==> src/rtl/dcache_ctrl.sv <==
// rtl/dcache_ctrl.sv - direct-mapped 16x1-word write-through, no-write-allocate data cache controller
// Freezes the core pipeline through `waiting` while a refill or write-through is outstanding.
module dcache_ctrl (
  input  logic        clk,
  input  logic        rst,
  input  logic        core_req,
  input  logic        core_we,
  input  logic [31:0] core_addr,
  input  logic [31:0] core_wdata,
  input  logic [3:0]  core_wstrb,
  output logic [31:0] core_rdata,
  output logic        waiting,
  output logic        mem_req,
  output logic        mem_we,
  output logic [31:0] mem_addr,
  output logic [31:0] mem_wdata,
  output logic [3:0]  mem_wstrb,
  input  logic        mem_ready,
  input  logic [31:0] mem_rdata,
  output logic [31:0] hit_cnt,
  output logic [31:0] miss_cnt
);

  typedef enum logic [1:0] {IDLE, MISS, WR, DONE} state_t;

  state_t      state;
  logic [15:0] valid;
  logic [25:0] tag_arr  [16];
  logic [31:0] data_arr [16];

  logic [31:2] lat_addr;
  logic        lat_hit;

  logic [3:0]  idx;
  logic [3:0]  lat_idx;
  logic        hit;
  logic        unused_addr_bits;

  assign idx              = core_addr[5:2];
  assign lat_idx          = lat_addr[5:2];
  assign hit              = valid[idx] && (tag_arr[idx] == core_addr[31:6]);
  assign unused_addr_bits = ^core_addr[1:0];

  assign waiting = ((state == IDLE) && core_req && (core_we || !hit)) ||
                   (state == MISS) || (state == WR);

  always_comb begin
    core_rdata = data_arr[idx];
    if (state == DONE) core_rdata = data_arr[lat_idx];
  end

  function automatic logic [31:0] merge_bytes(input logic [31:0] old_word,
                                              input logic [31:0] new_word,
                                              input logic [3:0]  strb);
    logic [31:0] res;
    res = old_word;
    for (int b = 0; b < 4; b++)
      if (strb[b]) res[b*8 +: 8] = new_word[b*8 +: 8];
    return res;
  endfunction

  // The mem_wdata/mem_wstrb registers double as the latched store data.
  always_ff @(posedge clk or posedge rst) begin
    if (rst) begin
      state     <= IDLE;
      valid     <= '0;
      hit_cnt   <= '0;
      miss_cnt  <= '0;
      mem_req   <= 1'b0;
      mem_we    <= 1'b0;
      mem_addr  <= '0;
      mem_wdata <= '0;
      mem_wstrb <= '0;
      lat_addr  <= '0;
      lat_hit   <= 1'b0;
    end else begin
      case (state)
        IDLE: begin
          if (core_req) begin
            lat_addr <= core_addr[31:2];
            lat_hit  <= hit;
            if (core_we) begin
              state     <= WR;
              mem_req   <= 1'b1;
              mem_we    <= 1'b1;
              mem_addr  <= {core_addr[31:2], 2'b00};
              mem_wdata <= core_wdata;
              mem_wstrb <= core_wstrb;
              if (hit) hit_cnt  <= hit_cnt + 32'd1;
              else     miss_cnt <= miss_cnt + 32'd1;
            end else if (!hit) begin
              state    <= MISS;
              mem_req  <= 1'b1;
              mem_we   <= 1'b0;
              mem_addr <= {core_addr[31:2], 2'b00};
              miss_cnt <= miss_cnt + 32'd1;
            end else begin
              hit_cnt <= hit_cnt + 32'd1;
            end
          end
        end
        MISS: begin
          if (mem_ready) begin
            valid[lat_idx] <= 1'b1;
            mem_req        <= 1'b0;
            state          <= DONE;
          end
        end
        WR: begin
          if (mem_ready) begin
            mem_req <= 1'b0;
            mem_we  <= 1'b0;
            state   <= DONE;
          end
        end
        default: state <= IDLE;
      endcase
    end
  end

  // Tag/data arrays carry no reset; valid bits alone decide whether contents matter.
  always_ff @(posedge clk) begin
    if (state == MISS && mem_ready) begin
      tag_arr[lat_idx]  <= lat_addr[31:6];
      data_arr[lat_idx] <= mem_rdata;
    end else if (state == WR && mem_ready && lat_hit) begin
      data_arr[lat_idx] <= merge_bytes(data_arr[lat_idx], mem_wdata, mem_wstrb);
    end
  end

endmodule

==> config.mk <==
export PLATFORM = sky130hd
export DESIGN_NAME = dcache_ctrl
export DESIGN_NICKNAME = d
export VERILOG_FILES = /design/src/rtl/dcache_ctrl.sv
export SDC_FILE = /design/constraint.sdc
export NUM_CORES = 1
export LEC_CHECK = 0
export ABC_AREA = 1
export CAP_MARGIN = 30
export CORE_ASPECT_RATIO = 1.25
export CORE_MARGIN = 2
export CORE_UTILIZATION = 45
export CTS_CLUSTER_SIZE = 14
export DETAILED_ROUTE_END_ITERATION = 8
export DONT_BUFFER_PORTS = 1
export PLACE_DENSITY = 0.58
export SLEW_MARGIN = 10
export SYNTH_ARGS = -nofsm -noshare
export SYNTH_HDL_FRONTEND = slang
export SYNTH_SLANG_ARGS = --single-unit
==> constraint.sdc <==
create_clock -name clk -period 7.8 [get_ports clk]
set_clock_uncertainty 0.15 [all_clocks]
set_input_delay 1.56 -clock clk [delete_from_list [all_inputs] [get_ports clk]]
set_output_delay 1.56 -clock clk [all_outputs]
set_load 0.03 [all_outputs]
-- After elaboration in Yosys (flattened, before gate mapping)
Memories as Yosys holds them, arrays and structs flattened.
Index checks and enable logic that the tools add are counted.
Widths: inputs -> output; s select.
- bits in read-only memories: 0
- bits in writable memories: 928
- word-level logic and storage cells: 93
- memories kept: 2
- bits of input ports: 105
- latch bits: 0
- output and inout bits: 167
- register bits: 183
- memory list (name ; words ; width ; rd ports ; clocked after Yosys merged registers in ; wr ports ; RTL line ; text):
    data_arr ; 16 ; 32 ; 2 ; 0 ; 1 ; 29 ; logic [31:0] data_arr [16];
    tag_arr ; 16 ; 26 ; 1 ; 0 ; 1 ; 28 ; logic [25:0] tag_arr [16];
- equal/unequal tests: 9
- multiply operators: 0
- order comparisons: 3
- divide/modulo/power cells: 0
- shifts and indexed selects: 0
- reduce and logical (&&, ||, !) cells: 24
- $add $sub $neg: 2
- bitwise gates (word level): 3
- mux-type cells: 39
- operator list (kind ; number):
    $mux 32 ; 4
    $mux 8 ; 12
    $add 32x1->32 const B ; 2
    $eq 26x26->1 ; 1
    $or 16x16->16 ; 1
    $reduce_and 3->1 ; 5
    $mux 1 ; 14
    $lt 4x5->1 const B ; 2
    $mux 2 ; 4
    $reduce_and 4->1 ; 2
    $logic_and 1x1->1 ; 7
    $ne 2x2->1 const B ; 3
    $bmux 1 s4 ; 1
    $demux 1 s4 ; 1
    $eq 2x2->1 const B ; 2
    $ge 4x1->1 const B ; 1
    $pmux 1 s2 ; 2
    $pmux 2 s2 ; 1
    $reduce_and 2->1 ; 2
    $reduce_bool 2->1 ; 2
    $logic_or 1x1->1 ; 3
    $ne 3x3->1 const B ; 1
    $eq 2x1->1 const B ; 1
    $logic_not 2->1 ; 1
    other kinds (5) ; 5

-- Longest topological paths before layout
Gate-level depths: netlist (run 1).
- depth in word-level cells: 8
- depth in mapped cells: 24
- gate-level depth less buffers: 20

-- Least setup slack after synthesis (run 1)
Ideal clock, no wire load.
- path kind: input port to output port
- start: in core_addr[2]
- end: out core_rdata[28]
- buffers on the path: 6
- data required time: 6.090 ns
- data arrival time: 3.637 ns
- path slack: 2.453 ns
- stages: 12
- cell sequence: buf_4 -> buf_4 -> buf_2 -> clkbuf_1 -> clkbuf_1 -> clkbuf_1 -> o21ai_0 -> o221ai_1 -> nand3_1 -> nand2_1 -> nand2_1 -> o21ai_0
- longest elaborated chain between the ends: 2
- RTL lines (element ; RTL line ; text):
    from (decl) ; 8 ; input logic [31:0] core_addr,
    $mem_v2 16x32 ; -- ;
    $mux 32 ; 49 ; if (state == DONE) core_rdata = data_arr[lat_idx];
    to (decl) ; 11 ; output logic [31:0] core_rdata,
No other way between the ends.

-- Final worst setup path (run 1)
- start: in core_addr[2]
- end: out waiting
- longest elaborated chain between the ends: 8
- elaborated cells between the ends (all ways): 10
- those cells by class: eq/ne (1); mux (2); reduce/logical (6); memory (1)
- RTL lines (element ; RTL line ; text):
    $mem_v2 16x26 or $bmux 1 s4 (tied branches) ; -- ;
    $eq 26x26->1 or $mux 1 (tied branches) ; 41 ; assign hit = valid[idx] && (tag_arr[idx] == core_addr[31:6]);
    $logic_and 1x1->1 (*) ; 41 ;
    $logic_not 1->1 (*) ; -- ;
    $logic_or 1x1->1 (*) ; 44 ; assign waiting = ((state == IDLE) && core_req && (core_we || !hit)) ||
    $logic_and 1x1->1 (*) ; 44 ;
    $logic_or 1x1->1 (*) ; 44 ;
    $logic_or 1x1->1 (*) ; 45 ; (state == MISS) || (state == WR);
    to (decl) ; 12 ; output logic waiting,
Every way passes the cells marked *; elsewhere a longest branch is shown, timed or not. The select of a mux whose other input is x is not followed.

==> results.sh, run 1 <==
export IMPL_status="complete, no violations"
export IMPL_grt_max_degree=497
export IMPL_min_path_cells=2
export IMPL_avgSynthCellArea_um2=10.8
export IMPL_fp_dieH_um=376
export IMPL_yosysTopAreaCell="edfxtp_1"
export IMPL_hpwl_um=76600
export IMPL_critPathBufInv=3
export IMPL_ys_async_sr_fraction=0.163
export IMPL_holdWs_ps=307
export IMPL_max_cap_violations=0
export IMPL_hold_viol_final=0
export IMPL_cp_top_family="simple AND/OR/NAND/NOR gates"
export IMPL_crit_path_max_incr_delay_ps=460
export IMPL_setup_viol=0
export IMPL_routabilityCongestion=0.821
export IMPL_design_area_um2=55000
export IMPL_io_buffer_count=0
export IMPL_fin_ws_ps=1630
export IMPL_cts_root_buf="clkbuf_16"
export IMPL_power_density_nw_per_um2=315
export IMPL_fillers=9818
export IMPL_grt_util_all_layers=0.262
export IMPL_start_util=0.454
export IMPL_synthTopCellsByArea="edfxtp_1, dfrtp_1, nand2_1, o21ai_0, a22oi_1"
export IMPL_multi_input_area_um2=15200
export IMPL_worstSkewPairLatency_ps=730
export IMPL_dr_pass1_iters=6
export IMPL_overflow=0
export IMPL_ys_flop_type="edfxtp_1"
export IMPL_final_nets=4628
export IMPL_worst_pin_slew_ps=997
export IMPL_core_area_um2=110000
export IMPL_drc=0
export IMPL_r2r_setup_slack_ps=4040
export IMPL_clk_path_buf_depth=3
export IMPL_wire_per_inst_um=24.9
export IMPL_ys_types=46
export IMPL_grt_pass1_vias=35100
export IMPL_worstPathArrival_ps=4460
export IMPL_hold_buffers=0
export IMPL_fin_crit_ps=6170
export IMPL_clock_sinks=1109
export IMPL_fin_util=0.500
export IMPL_drt_total_wl_um=151000
export IMPL_insertedDiodeCount=0
export IMPL_hold_path_class="reg2reg"
export IMPL_slew_violations=0
export IMPL_fp_dieArea_um2=114000
export IMPL_reg2reg_from="lat_addr[3]"
export IMPL_grt_pass1_wl_um=222000
export IMPL_clkSlewWorstSetupHoldPaths_ps=60
export IMPL_timing_final_crit_share=0.791
export IMPL_area_delta_synth_final_pct=10.2
export IMPL_cts_resized=0
export IMPL_tns_ps=0
export IMPL_detailedPlace_worstSlack_ps=1630
export IMPL_synth_common_cells="edfxtp_1, nand2_1, nor2_1"
export IMPL_max_slew_margin_rel=0.331
export IMPL_register_area_um2=32400
export IMPL_viasPerCell=5.92
export IMPL_seq_area_frac_synth=0.649
export IMPL_cts_tree="yes"
export IMPL_dp_cells=5852
export IMPL_startpoint_type="primary input"
export IMPL_cts_setup_buffers=0
export IMPL_ant_nets=0
export IMPL_synth_top_area_share=0.559
export IMPL_ys_seq_elements=1109
export IMPL_cp_cell_sequence="clkinv_8, buf_4, nand2_1, nand3_1, nand3_1, nand3_1, nand3_1, nand2_1, inv_1, nand2_1, nor2_1, nand2_1, nor2_4, nand2_4, nand2_4, nand3_1"
export IMPL_vdd_drop_max_mv=0.264
export IMPL_syn_instance_count=4635
export IMPL_reg2reg_to="data_arr[2][0]"
export IMPL_cts_buffers=111
export IMPL_worstSetupPathType="in2out"
export IMPL_rsz0062_at_grt="false"
export IMPL_cp_common_cell="nand3_1"
export IMPL_ys_warn_count=0
export IMPL_critPathMaxFanout=496
export IMPL_min_from="valid[15]"
export IMPL_critPathCaptureType="primary output"
export IMPL_row_count=136
export IMPL_dpl_cell_area_um2=51200
export IMPL_hold_end="valid[15]"
export IMPL_fmaxAchievable_mhz=162
export IMPL_die_w_um=302
export IMPL_antenna_found_initial=5
export IMPL_slowest_stage="buf_4"
export IMPL_p_total_mw=17.3
export IMPL_drive_above_1_share=0.0778
export IMPL_required_ps=6090
export IMPL_final_cells=6065
export IMPL_num_io_pins=272
export IMPL_leakage_nw=19.8
export IMPL_vias=35900
export IMPL_htree_levels=3
export IMPL_yosys_cell_count_top_type="edfxtp_1"
export IMPL_synth_area_um2=49900
export IMPL_worstRegToRegCells=8
export IMPL_synth_edff_count=928
export IMPL_drt_iter0_drc=3131
[where the power goes]
part,internal [mW],switching [mW],total (mW)
Combinational,0.982,2.55,3.53
Sequential,7.33,0.953,8.28
Clock,3.21,2.32,5.53
[state kept, by name, summed over array words and instances (netlist names), 2 cells and up]
| signal | cells |
|---|---|
| lat_addr | 30 |
| tag_arr | 416 |
| valid | 16 |
| state | 2 |
| data_arr | 512 |
| mem_wstrb | 4 |
| mem_wdata | 32 |
| miss_cnt | 32 |
| hit_cnt | 32 |
| mem_addr | 30 |
[cell type report]
cell class / instances / area share
flip-flops and latches: 1109 / 0.589
clock inverters: 63 / 0.0129
clock buffers: 149 / 0.0560
well taps: 1449 / 0.0330
inverters: 276 / 0.0195
repair buffers: 81 / 0.0128
multi-input cells: 2938 / 0.277
[cells in the final DEF, fill, tap and decap left out, types with 37 or more instances in the layout]
cell       instances
o21ai_1           37
nand2_1          824
a21oi_1          159
clkbuf_16        113
o211ai_1          92
nand3_1          300
o221ai_1          93
dfrtp_1          181
edfxtp_1         928
nor4_1            40
buf_4             71
nor2_1           486
o21ai_0          390
inv_1            249
a22oi_1          256
[cells by family after synthesis]
| logic type | count (synthesis) | synth area share |
|---|---|---|
| buffers and inverters | 589 | 0.0490 |
| XOR/XNOR | 54 | 0.00948 |
| other | 1 | 0.0000752 |
| multiplexers | 36 | 0.00812 |
| AO/OA/AOI/OAI | 1100 | 0.138 |
| flip-flops | 1109 | 0.649 |
| adder cells (fa/ha/maj) | 6 | 0.00150 |
| AND/OR/NAND/NOR | 1740 | 0.145 |
[tightest hold or removal path, cell delays in order, from the launching register on]
cell	delay [ps]
dfrtp_1	320
inv_1	40
o21ai_0	60
[how the worst max path moves through the flow]
stage | startpoint | end | slack (ps) | cells after the start
after floorplan | rst | hit_cnt[0] | 1170 | 1
after global placement | core_addr[2] | waiting | 1640 | 18
after detailed placement | core_addr[2] | waiting | 1630 | 18
after CTS | core_addr[2] | waiting | 1620 | 18
after global routing | core_addr[2] | waiting | 1460 | 16
final | core_addr[2] | waiting | 1630 | 16
[per-layer routing]
layer	global-route usage	share of wire	wire length, um
met1	0.328	0.39	58600
met2	0.450	0.49	74700
met3	0.0390	0.078	11800
met4	0.115	0.040	6090
met5	0	0.00034	52
No activity file was read; power rests on OpenSTA's default activity.
==> run 2, diff against run 1 <==
--- a/config.mk
+++ b/config.mk
@@ -13,7 +13,7 @@
 export CTS_CLUSTER_SIZE = 14
 export DETAILED_ROUTE_END_ITERATION = 8
 export DONT_BUFFER_PORTS = 1
-export PLACE_DENSITY = 0.58
+export PLACE_DENSITY = 0.6
 export SLEW_MARGIN = 10
 export SYNTH_ARGS = -nofsm -noshare
 export SYNTH_HDL_FRONTEND = slang
==> constraint.sdc (replaced) <==
create_clock -name clk -period 5.5 [get_ports clk]
set_clock_uncertainty 0.15 [all_clocks]
set_input_delay 1.1 -clock clk [delete_from_list [all_inputs] [get_ports clk]]
set_output_delay 1.1 -clock clk [all_outputs]
set_load 0.03 [all_outputs]
==> run 2 against run 1 <==
Against the previous run:
- the run now ends with max-slew violations, negative setup slack left
- critical path depth is 7 lower
- worst hold slack worse by 89 ps
- power is 43% higher
- count of clock-buffer cells in the layout is 7 lower
- cell count is 0.49% higher
- cell area is 0.84% higher
- clock power is 44% higher
- critical path type unchanged
- largest cell class unchanged
- highest routed layer unchanged
==> results.sh, run 2 (synthesized netlist as in run 1, its figures left out) <==
export IMPL_p_total_mw=24.9
export IMPL_startpoint_type="primary input"
export IMPL_timing_final_crit_share=1.11
export IMPL_io_buffer_count=0
export IMPL_fp_dieH_um=376
export IMPL_cts_buffers=113
export IMPL_max_cap_violations=0
export IMPL_power_density_nw_per_um2=449
export IMPL_drive_above_1_share=0.0846
export IMPL_worstSkewPairLatency_ps=750
export IMPL_worstPathArrival_ps=4880
export IMPL_violations="max-slew violations, negative setup slack"
export IMPL_area_delta_synth_final_pct=11.2
export IMPL_drc=0
export IMPL_reg_largest_list="data_arr x512, tag_arr x416"
export IMPL_worst_pin_slew_ps=1670
export IMPL_drt_iter0_drc=3608
export IMPL_row_count=136
export IMPL_grt_pass1_wl_um=221000
export IMPL_overflow=0
export IMPL_fmaxAchievable_mhz=163
export IMPL_final_nets=4657
export IMPL_largest_reg_flops=512
export IMPL_routabilityCongestion=0.840
export IMPL_cp_top_family="buffers and inverters"
export IMPL_setup_viol=32
export IMPL_layout_commonest_cell="edfxtp_1"
export IMPL_antenna_found_initial=8
export IMPL_holdWs_ps=219
export IMPL_ant_nets=0
export IMPL_critPathMaxFanout=496
export IMPL_rsz0062_at_grt="false"
export IMPL_fin_ws_ps=-627
export IMPL_cts_tree="yes"
export IMPL_cp_common_cell="nand2_1"
export IMPL_start_util=0.454
export IMPL_hold_viol_final=0
export IMPL_worstRegToRegCells=8
export IMPL_required_ps=4250
export IMPL_cts_resized=0
export IMPL_max_slew_margin_rel=-0.113
export IMPL_clkSlewWorstSetupHoldPaths_ps=60
export IMPL_drt_total_wl_um=152000
export IMPL_path_depth=9
export IMPL_reg2reg_from="lat_addr[2]"
export IMPL_grt_util_all_layers=0.262
export IMPL_hold_path_class="in2async"
export IMPL_r2r_setup_slack_ps=1890
export IMPL_vdd_drop_max_mv=0.396
export IMPL_slowest_stage="clkinv_8"
export IMPL_hpwl_um=82700
export IMPL_clock_sinks=1109
export IMPL_worstSetupPathType="in2out"
export IMPL_status="finished, violations left"
export IMPL_dr_pass1_iters=6
export IMPL_die_w_um=302
export IMPL_num_io_pins=272
export IMPL_viasPerCell=5.97
export IMPL_core_area_um2=110000
export IMPL_slew_violations=116
export IMPL_wire_per_inst_um=24.9
export IMPL_grt_pass1_vias=35000
export IMPL_clk_path_buf_depth=3
export IMPL_fin_crit_ps=6130
export IMPL_grt_max_degree=497
export IMPL_htree_levels=3
export IMPL_top_register="data_arr"
export IMPL_critPathCaptureType="primary output"
export IMPL_crit_path_max_incr_delay_ps=690
export IMPL_vias=36400
export IMPL_cts_root_buf="clkbuf_16"
export IMPL_final_cell_mix="edfxtp_1, nand2_1, nor2_1, o21ai_0, nand3_1"
export IMPL_hold_buffers=0
export IMPL_cp_cell_sequence="clkinv_8, buf_12, o21ai_0, o221ai_1, o211ai_1, nand2_1, nand2_1, o21ai_1, buf_4"
export IMPL_reg2reg_to="data_arr[7][0]"
export IMPL_leakage_nw=20.0
export IMPL_cts_setup_buffers=0
export IMPL_critPathBufInv=3
export IMPL_fp_dieArea_um2=114000
## run 2: cell type report
| cell class | instances | area (um2) |
|---|---|---|
| antenna | 2 | 5.00 |
| clock buffer | 142 | 3050 |
| clock inverter | 71 | 826 |
| fill | 9630 | 54500 |
| inverter | 276 | 1070 |
| multi-input combinational | 2938 | 15200 |
| sequential | 1109 | 32400 |
| tap | 1449 | 1810 |
| timing repair buffer | 108 | 1080 |
## run 2: worst max path at each step
| stage | endpoint | slack, ps | start |
|---|---|---|---|
| after floorplan | core_rdata[28] | 1070 | core_addr[2] |
| after global placement | waiting | 750 | core_addr[2] |
| after detailed placement | waiting | 680 | core_addr[2] |
| after CTS | core_rdata[12] | 350 | lat_addr[2] |
| after global routing | core_rdata[27] | 180 | core_addr[2] |
| final | core_rdata[27] | -630 | core_addr[2] |
## run 2: worst register-to-register path: stages, from the launching register on
cell,delay (ps)
dfrtp_1,470
nand2_1,240
inv_4,360
buf_4,420
a22oi_1,210
a21oi_1,90
nor4_1,740
o211ai_1,280
o21a_1,350
## run 2: report_power, final
group | switching, mW | internal [mW]
logic | 3.64 | 1.51
registers | 1.38 | 10.4
clock network | 3.32 | 4.64
## run 2: through the flow
step | util | TNS (ps) | setup WS (ps) | instance area, um2 | std cells
global placement | 0.467 | 0 | 747 | 51400 | 5857
global route | 0.505 | 0 | 175 | 55500 | 6093
floorplan | - | 0 | 1070 | 49900 | 4636
detailed placement | 0.469 | 0 | 680 | 51500 | 5878
finish | 0.505 | -11100 | -627 | 55500 | 6095
CTS | 0.504 | 0 | 352 | 55400 | 6091
## run 2: metal layers
layer	vias to the layer above	global-route usage	wire length, um
met4	4	0.120	6430
met2	1713	0.436	73100
li1	16400	-	-
met3	363	0.0447	12700
met1	17900	0.335	59500
met5	-	0	28
